[src/rtl/shift_rows_pipe_if.sv]
// rtl/shift_rows_pipe_if.sv - handshake bundle for the shift_rows_pipe stage
//
// Purpose: groups the upstream (in_*) and downstream (out_*) handshake and
// payload signals of one shift_rows_pipe instance.
// Modports:
//   master - the surrounding pipeline: drives in_* beats and out_ready,
//            observes in_ready and the out_* beat.
//   slave  - the stage itself: the mirror image of master.
// Parameters: NB (state columns, data is 32*NB bits), TAG_W (sideband tag width).

interface shift_rows_pipe_if #(
  parameter int NB    = 4,
  parameter int TAG_W = 4
);
  logic              in_valid;
  logic              in_ready;
  logic [32*NB-1:0]  in_data;
  logic [3:0]        in_round;
  logic              in_inv;
  logic [TAG_W-1:0]  in_tag;

  logic              out_valid;
  logic              out_ready;
  logic [32*NB-1:0]  out_data;
  logic [3:0]        out_round;
  logic [TAG_W-1:0]  out_tag;

  modport master (
    output in_valid, in_data, in_round, in_inv, in_tag, out_ready,
    input  in_ready, out_valid, out_data, out_round, out_tag
  );

  modport slave (
    input  in_valid, in_data, in_round, in_inv, in_tag, out_ready,
    output in_ready, out_valid, out_data, out_round, out_tag
  );
endinterface

[src/rtl/shift_rows_pipe.sv]
// rtl/shift_rows_pipe.sv - registered, handshaked Rijndael ShiftRows/InvShiftRows stage
//
// Purpose: applies the Rijndael row rotation (NB = 4, 6 or 8 columns) to each
// accepted beat and buffers it in a two-entry main/skid buffer so the round
// pipeline can stall without a combinational ready path.
// Ports:
//   clk   - clock, rising edge
//   rst_n - asynchronous active-low reset
//   bus   - shift_rows_pipe_if.slave: in_valid/in_ready/in_data/in_round/
//           in_inv/in_tag upstream, out_valid/out_ready/out_data/out_round/
//           out_tag downstream
// Build option: define SHIFT_ROWS_INV_EN to build the inverse path selected by
// in_inv; without it the stage is encrypt-only and in_inv is ignored.

module shift_rows_pipe #(
  parameter int NB    = 4,
  parameter int NR    = 10,
  parameter int TAG_W = 4
) (
  input  logic                clk,
  input  logic                rst_n,
  shift_rows_pipe_if.slave    bus
);

  localparam int W = 32 * NB;

  if (NB != 4 && NB != 6 && NB != 8) begin : g_bad_nb
    $error("shift_rows_pipe: NB must be 4, 6 or 8");
  end

  // Byte k of the state is column k/4, row k%4. Row offsets are static, so
  // both directions are pure wiring.
  logic [W-1:0] fwd_data;
  logic [W-1:0] xform_data;
  logic         bypass;

  for (genvar c = 0; c < NB; c++) begin : g_col
    for (genvar r = 0; r < 4; r++) begin : g_row
      localparam int OFF = (NB == 8 && r >= 2) ? r + 1 : r;
      localparam int SRC_F = (c + OFF) % NB;
      assign fwd_data[8*(4*c+r) +: 8] = bus.in_data[8*(4*SRC_F+r) +: 8];
    end
  end

  // Rounds outside 1..NR carry the state through untouched.
  assign bypass = (bus.in_round == 4'd0) || ({28'd0, bus.in_round} > NR);

`ifdef SHIFT_ROWS_INV_EN
  logic [W-1:0] inv_data;

  for (genvar c = 0; c < NB; c++) begin : g_icol
    for (genvar r = 0; r < 4; r++) begin : g_irow
      localparam int OFF = (NB == 8 && r >= 2) ? r + 1 : r;
      // Adding NB before the modulo keeps the source column non-negative.
      localparam int SRC_I = (c + NB - OFF) % NB;
      assign inv_data[8*(4*c+r) +: 8] = bus.in_data[8*(4*SRC_I+r) +: 8];
    end
  end

  assign xform_data = bypass ? bus.in_data : (bus.in_inv ? inv_data : fwd_data);
`else
  logic unused_inv;
  assign unused_inv = bus.in_inv;
  assign xform_data = bypass ? bus.in_data : fwd_data;
`endif

  // Occupancy FSM: EMPTY, ONE (M valid), FULL (M and S valid).
  typedef enum logic [1:0] {
    EMPTY = 2'd0,
    ONE   = 2'd1,
    FULL  = 2'd2
  } state_t;

  state_t             state_q, state_d;
  logic [W-1:0]       m_data_q, m_data_d, s_data_q, s_data_d;
  logic [3:0]         m_round_q, m_round_d, s_round_q, s_round_d;
  logic [TAG_W-1:0]   m_tag_q, m_tag_d, s_tag_q, s_tag_d;
  logic               accept;
  logic               drain;

  // Ready depends on state only, so out_ready never reaches in_ready.
  assign bus.in_ready  = (state_q != FULL);
  assign bus.out_valid = (state_q != EMPTY);
  assign accept        = bus.in_valid && bus.in_ready;
  assign drain         = bus.out_valid && bus.out_ready;

  always_comb begin
    state_d   = state_q;
    m_data_d  = m_data_q;
    m_round_d = m_round_q;
    m_tag_d   = m_tag_q;
    s_data_d  = s_data_q;
    s_round_d = s_round_q;
    s_tag_d   = s_tag_q;
    unique case (state_q)
      EMPTY: begin
        if (accept) begin
          m_data_d  = xform_data;
          m_round_d = bus.in_round;
          m_tag_d   = bus.in_tag;
          state_d   = ONE;
        end
      end
      ONE: begin
        if (accept && drain) begin
          // M leaves this edge, so the new beat replaces it directly.
          m_data_d  = xform_data;
          m_round_d = bus.in_round;
          m_tag_d   = bus.in_tag;
        end else if (accept) begin
          s_data_d  = xform_data;
          s_round_d = bus.in_round;
          s_tag_d   = bus.in_tag;
          state_d   = FULL;
        end else if (drain) begin
          state_d   = EMPTY;
        end
      end
      FULL: begin
        if (drain) begin
          m_data_d  = s_data_q;
          m_round_d = s_round_q;
          m_tag_d   = s_tag_q;
          state_d   = ONE;
        end
      end
      default: state_d = EMPTY;
    endcase
  end

  always_ff @(posedge clk or negedge rst_n) begin
    if (!rst_n) begin
      state_q   <= EMPTY;
      m_data_q  <= '0;
      m_round_q <= '0;
      m_tag_q   <= '0;
      s_data_q  <= '0;
      s_round_q <= '0;
      s_tag_q   <= '0;
    end else begin
      state_q   <= state_d;
      m_data_q  <= m_data_d;
      m_round_q <= m_round_d;
      m_tag_q   <= m_tag_d;
      s_data_q  <= s_data_d;
      s_round_q <= s_round_d;
      s_tag_q   <= s_tag_d;
    end
  end

  assign bus.out_data  = m_data_q;
  assign bus.out_round = m_round_q;
  assign bus.out_tag   = m_tag_q;

endmodule

[src/flat_wrapper.sv]
// flat-port wrapper written by rule: the top's interface ports become plain ports
module shift_rows_pipe_flat 
#(
  parameter int NB    = 4,
  parameter int NR    = 10,
  parameter int TAG_W = 4
)
  (clk, rst_n, bus_in_valid, bus_in_data, bus_in_round, bus_in_inv, bus_in_tag, bus_out_ready, bus_in_ready, bus_out_valid, bus_out_data, bus_out_round, bus_out_tag);
  shift_rows_pipe_if #(.NB(NB), .TAG_W(TAG_W)) bus_i ();
  input  logic clk;
  input  logic rst_n;
  input wire logic [$bits(bus_i.in_valid)-1:0] bus_in_valid;
  input wire logic [$bits(bus_i.in_data)-1:0] bus_in_data;
  input wire logic [$bits(bus_i.in_round)-1:0] bus_in_round;
  input wire logic [$bits(bus_i.in_inv)-1:0] bus_in_inv;
  input wire logic [$bits(bus_i.in_tag)-1:0] bus_in_tag;
  input wire logic [$bits(bus_i.out_ready)-1:0] bus_out_ready;
  output wire logic [$bits(bus_i.in_ready)-1:0] bus_in_ready;
  output wire logic [$bits(bus_i.out_valid)-1:0] bus_out_valid;
  output wire logic [$bits(bus_i.out_data)-1:0] bus_out_data;
  output wire logic [$bits(bus_i.out_round)-1:0] bus_out_round;
  output wire logic [$bits(bus_i.out_tag)-1:0] bus_out_tag;
  assign bus_i.in_valid = bus_in_valid;
  assign bus_i.in_data = bus_in_data;
  assign bus_i.in_round = bus_in_round;
  assign bus_i.in_inv = bus_in_inv;
  assign bus_i.in_tag = bus_in_tag;
  assign bus_i.out_ready = bus_out_ready;
  assign bus_in_ready = bus_i.in_ready;
  assign bus_out_valid = bus_i.out_valid;
  assign bus_out_data = bus_i.out_data;
  assign bus_out_round = bus_i.out_round;
  assign bus_out_tag = bus_i.out_tag;
  shift_rows_pipe #(.NB(NB), .NR(NR), .TAG_W(TAG_W)) u_core (.clk(clk), .rst_n(rst_n), .bus(bus_i));
endmodule
[config.mk]
export PLATFORM = sky130hd
export DESIGN_NAME = shift_rows_pipe_flat
export DESIGN_NICKNAME = d
export VERILOG_FILES = /design/src/rtl/shift_rows_pipe_if.sv /design/src/rtl/shift_rows_pipe.sv /design/src/flat_wrapper.sv
export SDC_FILE = /design/constraint.sdc
export NUM_CORES = 1
export LEC_CHECK = 0
export CORE_ASPECT_RATIO = 0.5
export CORE_UTILIZATION = 49
export CTS_CLUSTER_SIZE = 10
export DETAILED_ROUTE_END_ITERATION = 10
export HOLD_SLACK_MARGIN = 0.02
export PLACE_DENSITY_LB_ADDON = 0.25
export SLEW_MARGIN = 0
export SYNTH_ARGS = -nofsm -noshare
export SYNTH_HDL_FRONTEND = slang
export SYNTH_SLANG_ARGS = --single-unit
[constraint.sdc]
create_clock -name clk -period 1.65 [get_ports clk]
set_input_delay 0.33 -clock clk [delete_from_list [all_inputs] [get_ports clk]]
set_output_delay 0.33 -clock clk [all_outputs]
set_load 0.01 [all_outputs]
### Word level (Yosys, flattened, before mapping)

Index checks and enable logic that the tools add are counted.

* output and inout bits: 138
* bits of input ports: 141
* logic and storage cells: 47
* flip-flop bits (word level): 274

* order comparisons: 1
* bitwise operators: 1
* reduce and logical (&&, ||, !) cells: 11
* muxes and demuxes: 19
* equal/unequal tests: 8

Operators by type and width (count)
* 2-to-1 mux 128 bit: 4
* one-hot mux 128 bit (3 select lines): 1
* 2-to-1 mux 4 bit: 6
* one-hot mux 4 bit (3 select lines): 2
* 2-to-1 mux 2 bit: 5
* AND reduction 4 bit: 2
* != test 2 x 1 -> 1 bit (second input constant): 3
* one-hot mux 2 bit (3 select lines): 1
* greater-than comparator 4 bit (second input constant): 1
* zero test 4 bit: 1
* != test 2 bit (second input constant): 2
* logical AND 1 bit: 3
* != test 3 x 1 -> 1 bit (second input constant): 1
* AND reduction 3 bit: 1
* nonzero test 3 bit: 1
* equality test 2 x 1 -> 1 bit (second input constant): 1
* equality test 2 bit (second input constant): 1
* zero test 2 bit: 1
* nonzero test 2 bit: 1
* logical OR 1 bit: 1
* inverter 1 bit: 1

### Depth between registers and ports, before layout

Gate-level depths: netlist of the first run.

* word-level depth: 6
* mapped depth: 8
* depth with buffers taken out: 4

### Worst setup path after synthesis of the first run

OpenSTA, ideal clock, no wires.

* path kind: input-to-reg
* start: input bus_in_round[1]
* end: register u_core.m_data_q[43] (netlist: u_core.bus.out_data[43])
* slack: -0.076 ns
* path buffers: 4
* data required time: 1.513 ns
* arrival: 1.589 ns
* stages on the path: 8
* setup time: 0.137 ns
* cell sequence: buf_6 > or3_1 > buf_2 > buf_6 > buf_6 > o22a_1 > o211ai_2 > a211oi_1

* longest elaborated chain between the ends: 5
* elaborated cells on any way between the ends: 7
* classes of those cells: order compare: 1; mux: 4; reduce/logical: 2

RTL lines
* start, declared: RTL line flat_wrapper.sv:14 `input wire logic [$bits(bus_i.in_round)-1:0] bus_in_round;`
* greater-than comparator 4 bit / zero test 4 bit (equally long branches): RTL line shift_rows_pipe.sv:46 `assign bypass = (bus.in_round == 4'd0) || ({28'd0, bus.in_round} > NR);`
* logical OR 1 bit (*): RTL line shift_rows_pipe.sv:46
* 2-to-1 mux 128 bit (*): RTL line shift_rows_pipe.sv:64 `assign xform_data = bypass ? bus.in_data : fwd_data;`
* 2-to-1 mux 128 bit (on tied branches): RTL line shift_rows_pipe.sv:105, shift_rows_pipe.sv:97
* one-hot mux 128 bit (3 select lines) (*): RTL line shift_rows_pipe.sv:95 `unique case (state_q)`
* end signal, assigned: RTL line shift_rows_pipe.sv:142 `m_data_q <= m_data_d;`
* end, declared: RTL line shift_rows_pipe.sv:75 `logic [W-1:0] m_data_q, m_data_d, s_data_q, s_data_d;`

Every way passes the cells marked *; elsewhere a longest branch is shown, timed or not. The select of a mux whose other input is x is not followed.
A chain may end at the register's enable or synchronous reset.

### Worst setup path after layout of the first run

* start: register u_core.state_q[1]
* end: register u_core.m_data_q[125] (netlist: u_core.bus.out_data[125])

* longest elaborated chain between the ends: 5
* elaborated cells on any way between the ends: 14
* classes of those cells: eq/ne: 6; mux: 1; reduce/logical: 7

RTL lines
* start, declared: RTL line shift_rows_pipe.sv:74 `state_t state_q, state_d;`
* start signal, assigned: RTL line shift_rows_pipe.sv:141 `state_q <= state_d;`
* != test 2 bit / nonzero test 2 bit (equally long branches): RTL line shift_rows_pipe.sv:82, shift_rows_pipe.sv:83
* logical AND 1 bit (on tied branches): RTL line shift_rows_pipe.sv:84, shift_rows_pipe.sv:85
* logical AND 1 bit: RTL line shift_rows_pipe.sv:105 `if (accept && drain) begin`
* != test 2 x 1 -> 1 bit (no source line)
* AND reduction 4 bit (no source line)

Parallel ways exist; a longest one is shown, timed or not.

==> impl_metrics.json, run 1 <==
{
  "power_density_nw_per_um2": 1140,
  "reg2regPathDepth": 7,
  "grt_pass1_vias": 15500,
  "synthAdderAreaFrac_pct": 0,
  "worst-setup-path-type": "reg2reg",
  "routed_wl_um": 61500,
  "layout-drive-gt1-share_pct": 24.2,
  "reg2reg_from": "u_core.state_q[1]",
  "cts_sinks": 274,
  "max-cap-violations": 0,
  "fin_nets": 2360,
  "hp-class": "in2async",
  "synthSimpleGateAreaFrac_pct": 17.4,
  "utilization_pct": 71.9,
  "io_buffers": 277,
  "wire_per_inst_um": 23.1,
  "worst_path_largest_cell_delay_ns": 0.42,
  "cpMaxStageDelayCell": "dfrtp_2",
  "clock_skew_ns": 0.0112,
  "post_synth_inst_count": 1837,
  "final_hold_viol_count": 0,
  "core_um2": 33300,
  "ff2ff_setup_slack_ns": -0.28,
  "vias": 16800,
  "synthArstFlopShare_pct": 100,
  "grt_pass1_wl_um": 88300,
  "syn_nets": 1978,
  "multi_input_area_um2": 9660,
  "maxSlewHeadroom_pct": 71.0,
  "synth_top_area_cell": "dfrtp_1",
  "synth.area.mux_share_pct": 8.58,
  "synth_seq_cells": 274,
  "critPathMaxFanout": 18,
  "detail_route.iter0.violations": 1719,
  "rows": 47,
  "die_h_um": 133,
  "cts_made_buffers": 31,
  "drc": 0,
  "p_leak_nw": 10.4,
  "drv_slew": 0,
  "cts_tree": "done",
  "synth.top_cells.by_count": "274 x dfrtp_1, 233 x nor2_1, 176 x nand2_1, 133 x o21ai_1",
  "rr_endpoint": "u_core.bus.out_data[125]",
  "ir_worst_vdd_mv": 1.01,
  "ios": 279,
  "cp_cell_sequence": "buf_6 > mux2i_4 > a2bb2oi_4 > buf_6 > clkbuf_16 > nor3_1 > a211oi_2",
  "synth-edff-count": 0,
  "antenna_found_initial": 5,
  "synth_top_area_share_pct": 41.0,
  "dieArea_um2": 34900,
  "violations": "negative setup slack",
  "final_antenna_net_count": 0,
  "path_common_cell": "buf_6",
  "clkLatencyLatePin_ns": 0.59,
  "netlist_area_um2": 16700,
  "worst_slack_ns": -0.282,
  "synth_compound_area_share_pct": 27.5,
  "synthDistinctLibCells": 36,
  "ff_latch_area_um2": 6860,
  "rsz0062_at_grt": "true",
  "avgSynthCellArea_um2": 9.10,
  "finalSetupViolCount": 269,
  "ys_warn_count": 0,
  "hpwl_um": 37000,
  "avgViaCountPerCell": 6.29,
  "required_ns": 2.14,
  "fillers": 2355,
  "place.gp.congestion": 0.892,
  "synth.most_common_cell": "dfrtp_1",
  "start_util_pct": 50.1,
  "root_buffer": "clkbuf_16",
  "seq_area_frac_synth_pct": 41.0,
  "syn_to_final_growth_pct": 43.5,
  "path_clk_slew_ns": 0.06,
  "critPathLaunchType": "register",
  "cp-end-kind": "register",
  "crit_end": "u_core.bus.out_data[125]",
  "groute.usage.overall_pct": 31.6,
  "dr.pass1.iters": 5,
  "h-tree-depth": 1,
  "crit_arrival_ns": 2.42,
  "synth_area_leaders": "dfrtp_1 41%, mux2i_1 5.7%, nor2_1 5.2%",
  "cts_buffer_depth": 3,
  "critPathLaunch": "u_core.state_q[1]",
  "worst_pin_slew_ns": 0.435,
  "grt_max_degree": 59,
  "gr-total-overflow": 0,
  "clock.fmax_mhz": 518,
  "synth-main-ff-cell": "dfrtp_1",
  "hold_slack_ns": 0.236,
  "synth_top_family_by_area": "compound AO/OA/AOI/OAI gates",
  "synth_xor_area_share_pct": 0,
  "period_needed_ns": 1.93,
  "die_x_um": 263,
  "outcome": "finished with violations",
  "period_share_pct": 117
}
[logic make-up after synthesis]
family / after synthesis
mux: 137
simple gates: 609
buf+inv: 195
flops: 274
compound gates: 622
[area by class of cell]
| class | instances | area share (%) |
|---|---|---|
| flip-flops and latches | 274 | 28.6 |
| diodes | 6 | 0.0626 |
| clock buffers | 34 | 3.41 |
| well taps | 441 | 2.30 |
| multi-input cells | 1368 | 40.3 |
| repair buffers | 543 | 25.2 |
| inverters | 1 | 0.0261 |
| clock inverters | 1 | 0.0835 |
[where the power goes]
group	switching, mW	internal [mW]
Clock	2.73	3.44
Sequential	1.68	9.05
Combinational	5.28	5.23
Total	9.69	17.7
[through the flow]
step,cells,instance area (um2),total power [mW],setup TNS [ns],setup WS [ns]
final,2668,24000,27.4,-30.67,-0.282
after global routing,2667,24000,28.6,-46.83,-0.345
after CTS,2623,22700,26.0,-17.43,-0.182
after detailed placement,2567,21300,19.8,-102.70,-0.503
after global placement,2567,21300,19.5,-97.22,-0.425
after floorplan,1837,16700,14.8,-2.22,-0.0570
[what timing repair did]
action,CTS,global route
setup buffers,10,11
cloned,10,29
hold buffers,1,0
gates resized for setup,238,137
pin swaps,3,44
endpoints found under the hold margin,38,0
endpoints found under the setup margin,341,284
[critical path: cells and delay by family, from the launching register on]
kind	cells	cell delay [ns]
flip-flops	1	0.42
multiplexers	1	0.25
AND/OR/NAND/NOR	1	0.08
buffers and inverters	3	0.56
AO/OA/AOI/OAI	2	0.52
[flip-flops by register name, summed over array words and instances, names as in the netlist]
register and count:
u_core.bus.out_data 128, u_core.bus.out_round 4, u_core.bus.out_tag 4, u_core.s_data_q 128, u_core.s_round_q 4, u_core.s_tag_q 4, u_core.state_q 2
[cell usage in the layout, fill, tap and decap left out, types with 108 or more instances in the layout]
cell,count
clkdlybuf4s50_1,134
o21ai_1,108
dfrtp_1,271
dlygate4sd2_1,129
nand2_1,142
buf_4,153
nor2_1,208
[routing by layer]
metal,global-route usage [%],vias up,share of wire (%)
li1,-,7574,-
met1,42.9,8337,42
met2,52.5,735,47
met3,4.69,128,8.0
met4,9.16,0,3.1
met5,0,-,0
[worst min path at each step]
stage / startpoint / end / slack [ns] / depth (start not counted)
global placement: rst_n / u_core.bus.out_data[118] / 0.27 / 1
floorplan: rst_n / u_core.bus.out_data[0] / 0.03 / 0
finish: rst_n / u_core.bus.out_data[118] / 0.24 / 2
detailed placement: rst_n / u_core.bus.out_data[118] / 0.27 / 1
CTS: rst_n / u_core.s_data_q[115] / 0.25 / 2
global route: rst_n / u_core.bus.out_data[118] / 0.28 / 2
Power figures use the tool's default switching activity.
==> run 2: changes to the inputs <==
- CORE_UTILIZATION: 49 -> 55
- clock period: 1.65 -> 2.1 ns (I/O delays scaled with it)
==> run 2 against run 1 <==
Effect of this change: the flow now finishes without violations; clock skew decreased by 0.0017 ns; worst setup slack better by 0.33 ns; flip-flop and latch count did not move; critical path type is now reg2out; largest cell class unchanged; largest power group unchanged.
==> impl_metrics.json, run 2 (synthesis gave the netlist of run 1 again) <==
{
  "outcome": "completed",
  "avgViaCountPerCell": 6.28,
  "maxSlewHeadroom_pct": 54.6,
  "report.power.total_mw": 20.2,
  "power_density_nw_per_um2": 952,
  "cts_buffer_depth": 3,
  "final_common_cell": "dfrtp_1",
  "ios": 279,
  "tns_ns": 0,
  "path_clk_slew_ns": 0.06,
  "gr-total-overflow": 0,
  "cts_tree": "done",
  "drv_slew": 0,
  "design_area_um2": 21200,
  "rows": 44,
  "dieArea_um2": 31100,
  "fin_nets": 2190,
  "critPathTopFamily": "buffers and inverters",
  "drc": 0,
  "p_leak_nw": 8.92,
  "layout-drive-gt1-share_pct": 10.9,
  "worst-setup-path-type": "reg2out",
  "h-tree-depth": 1,
  "die_x_um": 249,
  "antenna_found_initial": 11,
  "worst-path-buf-inv": 1,
  "routed_wl_um": 50500,
  "cp_cell_sequence": "clkdlybuf4s50_1",
  "pre_cts_slack_ns": -0.144,
  "ir_worst_vdd_mv": 0.605,
  "cts_made_buffers": 31,
  "cpMaxStageDelayCell": "clkdlybuf4s50_1",
  "clock_skew_ns": 0.00957,
  "critPathLaunchType": "register",
  "hpwl_um": 33900,
  "core_um2": 29500,
  "grt_pass1_wl_um": 80400,
  "required_ns": 1.68,
  "start_util_pct": 56.8,
  "root_buffer": "clkbuf_16",
  "io_buffers": 277,
  "mostFrequentLayoutCells": "272 x dfrtp_1, 267 x clkdlybuf4s50_1, 233 x nor2_1",
  "worst_slack_ns": 0.0528,
  "cp-end-kind": "output port",
  "critPathMaxFanout": 2,
  "utilization_pct": 72.1,
  "clock.fmax_mhz": 488,
  "final_hold_viol_count": 0,
  "placed_area_um2": 20300,
  "place.gp.congestion": 0.871,
  "finalSetupViolCount": 0,
  "period_share_pct": 97.5,
  "syn_to_final_growth_pct": 26.9,
  "rsz0062_at_grt": "false",
  "worst_pin_slew_ns": 0.681,
  "max-cap-violations": 0,
  "cts_sinks": 274,
  "multi_input_area_um2": 8990,
  "grt_max_degree": 124,
  "vias": 15400,
  "wire_per_inst_um": 20.6,
  "crit_arrival_ns": 1.63,
  "fillers": 2177,
  "final_antenna_net_count": 0,
  "ff_latch_area_um2": 6860,
  "worst_path_largest_cell_delay_ns": 0.70,
  "groute.usage.overall_pct": 32.1,
  "detail_route.iter0.violations": 1249,
  "period_needed_ns": 2.05,
  "hp-class": "in2async",
  "grt_pass1_vias": 14300,
  "die_h_um": 125,
  "dr.pass1.iters": 7,
  "clkLatencyLatePin_ns": 0.58
}
==> run 2: worst paths after layout <==
kind | start | endpoint | slack (ns) | cells past startpoint
setup / recovery | u_core.bus.out_data[47] | bus_out_data[47] | 0.05 | 1
hold / removal | rst_n | u_core.bus.out_data[52] | 0.35 | 2
setup reg to reg | u_core.state_q[1] | u_core.bus.out_data[92] | 0.32 | 6
hold reg to reg | u_core.s_data_q[17] | u_core.s_data_q[17] | 0.48 | 2
max in group asynchronous | rst_n | u_core.s_round_q[2] | 1.02 | 3
min in group clk | bus_in_round[2] | u_core.s_data_q[46] | 0.38 | 3
==> run 2: what timing repair did <==
item                                    4_1_cts  5_1_grt
hold buffers                                  1        0
endpoints found under the setup margin        3        2
hold endpoints to repair                     40        0
resized for setup                             5        2
setup buffers                                 2        0
==> run 2: layer usage <==
metal	up-vias	global-route usage, %	part of all wire [%]
met5	-	0	0
met4	0	13.3	3.4
met3	98	5.16	6.8
met2	589	48.5	45
met1	7516	46.0	45
li1	7202	-	-
==> run 2: cell type report <==
| type | instances | share of cell area, % |
|---|---|---|
| clock inverter | 2 | 0.236 |
| tap | 391 | 2.31 |
| inverter | 1 | 0.0295 |
| clock buffer | 33 | 3.69 |
| timing repair buffer | 373 | 18.9 |
| sequential | 274 | 32.3 |
| multi-input combinational | 1368 | 42.4 |
| antenna | 11 | 0.130 |
==> run 2: per-stage QoR <==
| stage | cells | hold slack (ns) |
|---|---|---|
| 3_5_place_dp | 2404 | 0.374 |
| 2_1_floorplan | 1837 | 0.124 |
| 6_report | 2453 | 0.351 |
| 3_3_place_gp | 2404 | 0.365 |
| 4_1_cts | 2442 | 0.360 |
| 5_1_grt | 2452 | 0.387 |
==> run 2: power breakdown <==
| group | total [mW] | internal (mW) | switching, mW |
|---|---|---|---|
| combinational | 7.20 | 3.64 | 3.56 |
| sequential | 8.18 | 7.11 | 1.08 |
| clock | 4.81 | 2.73 | 2.09 |
